[config.mk]
export PLATFORM = sky130hd
export DESIGN_NAME = exp_sequencer
export DESIGN_NICKNAME = d
export VERILOG_FILES = /design/src/rtl/rsa_pkg.sv /design/src/rtl/exp_sequencer.sv
export SDC_FILE = /design/constraint.sdc
export NUM_CORES = 1
export LEC_CHECK = 0
export CORE_UTILIZATION = 40
export CTS_BUF_LIST = sky130_fd_sc_hd__clkbuf_4
export DETAILED_ROUTE_END_ITERATION = 12
export PLACE_DENSITY = 0.68
export SLEW_MARGIN = 20
export SYNTH_ARGS = -nofsm -noshare
export SYNTH_HDL_FRONTEND = slang
export SYNTH_SLANG_ARGS = --single-unit
[constraint.sdc]
create_clock -name clk -period 1.9 [get_ports clk]
set_clock_uncertainty 0.1 [all_clocks]
set_input_delay 0.19 -clock clk [delete_from_list [all_inputs] [get_ports clk]]
set_output_delay 0.19 -clock clk [all_outputs]
set_load 0.03 [all_outputs]
[src/rtl/rsa_pkg.sv]
// Shared definitions for the RSA exponentiation datapath: default widths and
// the sequencer state encoding.
package rsa_pkg;

  localparam int RSA_DW    = 16;
  localparam int RSA_WIDTH = 6;

  typedef enum logic [2:0] {
    ST_IDLE  = 3'd0,
    ST_CHECK = 3'd1,
    ST_MUL   = 3'd2,
    ST_SQR   = 3'd3,
    ST_FIN   = 3'd4
  } exp_state_t;

endpackage

[src/rtl/exp_sequencer.sv]
// Right-to-left square-and-multiply sequencer driving an external modular
// multiplier through a registered req/ack handshake.
module exp_sequencer
  import rsa_pkg::*;
#(
  parameter int WIDTH = RSA_WIDTH,
  parameter int DW    = RSA_DW
) (
  input  logic             clk,
  input  logic             reset,
  input  logic             start,
  input  logic [DW-1:0]    msg,
  input  logic [DW-1:0]    exponent,
  input  logic [DW-1:0]    modulus,
  input  logic [WIDTH-1:0] nbits,
  output logic             mul_req,
  output logic [DW-1:0]    mul_a,
  output logic [DW-1:0]    mul_b,
  output logic [DW-1:0]    mul_n,
  input  logic             mul_ack,
  input  logic [DW-1:0]    mul_p,
  output logic [WIDTH-1:0] count,
  output logic             busy,
  output logic             done,
  output logic [DW-1:0]    result
);

  exp_state_t       state_r, state_next_s;
  logic [DW-1:0]    base_r, acc_r, exponent_r, exp_shift_s;
  logic [DW-1:0]    mul_a_r, mul_b_r, mul_n_r, result_r;
  logic [WIDTH-1:0] nbits_r, nbits_clamp_s, count_r;
  logic             mul_req_r, busy_r, done_r;
  logic             ack_s, bit_s, last_s;

  assign nbits_clamp_s = (nbits > WIDTH'(DW)) ? WIDTH'(DW) : nbits;
  assign exp_shift_s   = exponent_r >> count_r;
  assign bit_s         = exp_shift_s[0];
  assign last_s        = (count_r == (nbits_r - WIDTH'(1)));
  // An acknowledge only counts against an outstanding request.
  assign ack_s         = mul_req_r & mul_ack;

  // State register.
  always_ff @(posedge clk) begin
    if (reset) begin
      state_r <= ST_IDLE;
    end else begin
      state_r <= state_next_s;
    end
  end

  // Next-state decode; the last bit never gets a trailing squaring.
  always_comb begin
    state_next_s = state_r;
    case (state_r)
      ST_IDLE: begin
        if (start) begin
          state_next_s = (nbits_clamp_s != WIDTH'(0)) ? ST_CHECK : ST_FIN;
        end else begin
          state_next_s = ST_IDLE;
        end
      end
      ST_CHECK: begin
        if (bit_s) begin
          state_next_s = ST_MUL;
        end else if (last_s) begin
          state_next_s = ST_FIN;
        end else begin
          state_next_s = ST_SQR;
        end
      end
      ST_MUL: begin
        if (ack_s) begin
          state_next_s = last_s ? ST_FIN : ST_SQR;
        end else begin
          state_next_s = ST_MUL;
        end
      end
      ST_SQR: begin
        if (ack_s) begin
          state_next_s = ST_CHECK;
        end else begin
          state_next_s = ST_SQR;
        end
      end
      ST_FIN:  state_next_s = ST_IDLE;
      default: state_next_s = ST_IDLE;
    endcase
  end

  // Datapath and registered handshake; a request is raised one cycle after
  // entering MUL/SQR and dropped on the edge that consumes the ack.
  always_ff @(posedge clk) begin
    if (reset) begin
      base_r     <= DW'(0);
      acc_r      <= DW'(1);
      exponent_r <= DW'(0);
      nbits_r    <= WIDTH'(0);
      count_r    <= WIDTH'(0);
      mul_req_r  <= 1'b0;
      mul_a_r    <= DW'(0);
      mul_b_r    <= DW'(0);
      mul_n_r    <= DW'(0);
      busy_r     <= 1'b0;
      done_r     <= 1'b0;
      result_r   <= DW'(0);
    end else begin
      done_r <= 1'b0;
      case (state_r)
        ST_IDLE: begin
          if (start) begin
            base_r     <= msg;
            acc_r      <= DW'(1);
            exponent_r <= exponent;
            nbits_r    <= nbits_clamp_s;
            mul_n_r    <= modulus;
            count_r    <= WIDTH'(0);
            busy_r     <= 1'b1;
          end
        end
        ST_MUL: begin
          if (ack_s) begin
            acc_r     <= mul_p;
            mul_req_r <= 1'b0;
          end else if (!mul_req_r) begin
            mul_req_r <= 1'b1;
            mul_a_r   <= acc_r;
            mul_b_r   <= base_r;
          end
        end
        ST_SQR: begin
          if (ack_s) begin
            base_r    <= mul_p;
            count_r   <= count_r + WIDTH'(1);
            mul_req_r <= 1'b0;
          end else if (!mul_req_r) begin
            mul_req_r <= 1'b1;
            mul_a_r   <= base_r;
            mul_b_r   <= base_r;
          end
        end
        ST_FIN: begin
          result_r <= acc_r;
          done_r   <= 1'b1;
          busy_r   <= 1'b0;
        end
        default: begin
          mul_req_r <= 1'b0;
        end
      endcase
    end
  end

  assign mul_req = mul_req_r;
  assign mul_a   = mul_a_r;
  assign mul_b   = mul_b_r;
  assign mul_n   = mul_n_r;
  assign count   = count_r;
  assign busy    = busy_r;
  assign done    = done_r;
  assign result  = result_r;

endmodule

==> results by group <==
Status
  – Status: complete, no violations

Setup path
  – Crit path cell chain: buf_6 -> or4b_4 -> o21ai_4 -> buf_4 -> clkbuf_16 -> a211oi_1
  – CP required: ~2.2 ns
  – Worst stage delay on the critical path: slightly above 0.5 ns
  – R2r setup slk: ~0.044 ns
  – Max stage delay cell, worst path: or4b_4
  – Critical Path Start: state_r[1]$_SDFF_PP0_
  – R2R Path End: base_r[0]$_SDFFE_PP0P_
  – Worst Setup End Kind: flip-flop
  – Crit Path Max Fanout: 16
  – Cell depth of the worst flop-to-flop path: 6
  – Crit path launch type: flip-flop
  – WP data arrival: 2.15 ns
  – Critical R2R Launch: state_r[1]$_SDFF_PP0_
  – Worst Setup Path Type: reg -> reg

Global routing
  – Global-route wire length before repair: ~23000 um
  – Gr ovfl total: 0
  – Tot GR Track Use: about a fifth
  – Largest net degree at the start of global routing: between 40 and 50
  – Initial antenna violation count: 0
  – Vias in the first global route: ~4700

Floorplan
  – Die Y-Extent: 118.7 um
  – FP Rows: 42
  – Core area: 13240 sq um
  – Die extent in x: between 100 and 150 um
  – Initial Util: between 40% and 50%
  – Die Area: 14080 sq um
  – I/O pin cnt: around 150

Synth
  – Synth Area per Inst: about 8.6 sq um
  – Register area share after synthesis: a little under half
  – Post-Syn Instances: 632
  – Syn_nets: 708
  – Prevailing post-synth register cell: dfxtp_1
  – Synthesis Warnings: 0
  – Yosys reg bits: between 100 and 150
  – Synth cell types: 50
  – Number of synthesized flops with an enable pin: 0
  – Mapped cell area: between 5000 and 6000 sq um
  – Synth async-reset ratio: 0%

Worst hold path
  – Hold wc startpoint: exponent[12]
  – Hold EP: exponent_r[12]$_SDFFE_PP0P_
  – Worst hold path depth: 3
  – Worst hold path class: in -> reg

Cells and area
  – Final Util: 57.05%
  – Layout cell share with drive strength beyond 1: 12.04%
  – Ant. Diodes: 0
  – Most frequent cells in the layout: 158 x nand2_1, 124 x dfxtp_1, 86 x a21oi_1
  – Area grow syn2layout: 38.77%
  – Final #Nets: roughly 850
  – Fin cells: about 970
  – Most common cell after layout, fill and taps aside: nand2_1
  – Fillers: between 1000 and 1500

Place
  – # port buffers: between 100 and 150
  – Hpwl dp: 10400 um
  – Routability cong.: between 0.8 and 0.9
  – Placed insts: 930

Drt
  – DR WL/cell: between 15 and 20 um
  – DR iter-0 viols: 293
  – DRC Markers: 0
  – Vias per Instance: approximately 5.1
  – Post-DRT Antenna Nets: 0
  – Total Wirelength: between 10000 and 15000 um
  – DRT Pass-1 Iters: 5
  – DR vias: a little under 5000

STA
  – FMAX: between 500 and 600 MHz
  – Final number of setup-violating endpoints: 0
  – Fin crit share: a little over nine tenths
  – Crit path time final: approximately 1.9 ns
  – Max Slew Vio Count: 0
  – Slew HR: between 60% and 70%
  – Fin. Hold Viols: 0
  – Worst slew pin tran: roughly 0.53 ns
  – Setup TNS: 0 ns
  – Hold slack final: 0.1037 ns

CTS
  – # H-tree levels: 4
  – CTS Sinks: 130
  – Clock tree root driver cell: clkbuf_4
  – Num CTS Buffers: 17
  – Skew-Pair Late Insertion Delay: around 0.54 ns
  – Clk buf depth: 2
  – Reg clk slew, reported paths: roughly 0.10 ns
  – CTS tree: done

Power and ir drop
  – Power Total: slightly below 7 mW
  – PwrDens: approximately 900 nW/um^2
  – Lkg Pwr: 3.614 nW
  – VDD IR max: between 400 and 500 uV

Flow run
  – Max-cap violations: 0
layer usage:
layer	global-route usage, %	wire [um]	up-vias	share of wire (%)
met4	6.646	194	0	1.3
met1	24.76	6332	2267	44
met5	0	0	-	0
li1	-	-	2454	-
met3	6.322	963	20	6.6
met2	35.93	7018	167	48
state kept, by name, summed over array words and instances, names as in the netlist, 3 cells and up:
register    cells
mul_n          16
state_r         3
count           6
nbits_r         6
mul_a          16
acc_r          16
exponent_r     16
result         16
base_r         16
mul_b          16
cell families after synthesis:
logic type      count (synthesis)  synth area share [%]
flops                         130                 47.81
mux                            38                 7.447
xor+xnor                       12                 1.931
fa+ha+maj                       2                0.4596
compound gates                134                 15.97
buf+inv                        53                 4.987
simple gates                  263                 21.40
synth_stat cells, types with 3 or more instances:
| master | n | share of area, % |
|---|---|---|
| xor2_1 | 5 | 0.80 |
| xnor2_1 | 7 | 1.1 |
| buf_2 | 12 | 1.1 |
| clkbuf_1 | 24 | 1.7 |
| nand3_1 | 23 | 2.1 |
| buf_4 | 5 | 0.69 |
| buf_6 | 5 | 1.0 |
| a211oi_2 | 14 | 3.2 |
| nand2_1 | 158 | 11 |
| nor3_1 | 6 | 0.55 |
| nand4_1 | 5 | 0.57 |
| a21oi_1 | 86 | 7.9 |
| dfxtp_1 | 130 | 48 |
| buf_1 | 3 | 0.21 |
| a211oi_1 | 19 | 2.6 |
| nor3b_1 | 3 | 0.41 |
| inv_1 | 3 | 0.21 |
| mux2i_1 | 36 | 6.6 |
| nor2_1 | 47 | 3.2 |
cell type report:
| type | instances | area [sq um] | share of cell area [%] |
|---|---|---|---|
| clock buffer | 19 | 142.6 | 1.888 |
| clock inverter | 12 | 117.6 | 1.557 |
| inverter | 3 | 11.26 | 0.1491 |
| timing repair buffer | 176 | 1846 | 24.43 |
| sequential | 130 | 2615 | 34.61 |
| tap | 176 | 220.2 | 2.915 |
| multi-input combinational | 449 | 2603 | 34.45 |
worst max-delay path: cells and delay by family, from the launching register on:
family / cells / cell delay (ns)
AO/OA/AOI/OAI: 2 / 0.21
buffers and inverters: 3 / 0.51
flip-flops: 1 / 0.39
AND/OR/NAND/NOR: 1 / 0.51
how the worst max path moves through the flow:
stage | end | slack (ns) | depth (start not counted)
after floorplan | state_r[1]$_SDFF_PP0_ | 0.02 | 6
after global placement | acc_r[6]$_SDFFE_PP0P_ | -0.09 | 6
after detailed placement | acc_r[6]$_SDFFE_PP0P_ | -0.19 | 6
after CTS | result[2] | 0.002 | 1
after global routing | count[4]$_SDFFE_PP0P_ | -0.01 | 6
final | base_r[0]$_SDFFE_PP0P_ | 0.04 | 6
power by group:
group | switching [mW] | total (mW) | internal [mW]
Clock | 0.970 | 1.75 | 0.782
Sequential | 0.190 | 3.17 | 2.98
Combinational | 1.03 | 1.80 | 0.773
Total | 2.19 | 6.73 | 4.54
stage by stage:
step | worst slack, ns | cell area (sq um)
2_1_floorplan | 0.02323 | 5446
3_3_place_gp | -0.09444 | 7123
6_report | 0.04356 | 7555
3_5_place_dp | -0.1893 | 7123
4_1_cts | 0.002107 | 7377
5_1_grt | -0.01466 | 7555
what timing repair did:
item                                   4_1_cts  5_1_grt
buffers inserted                             0        2
resized for setup                           19       54
gates cloned                                 0        1
hold buffers                                 1        0
endpoints found under the hold margin       19        0
setup endpoints to repair                   25       79
pin swaps                                    0        2
(Power assumes the default switching activity.)
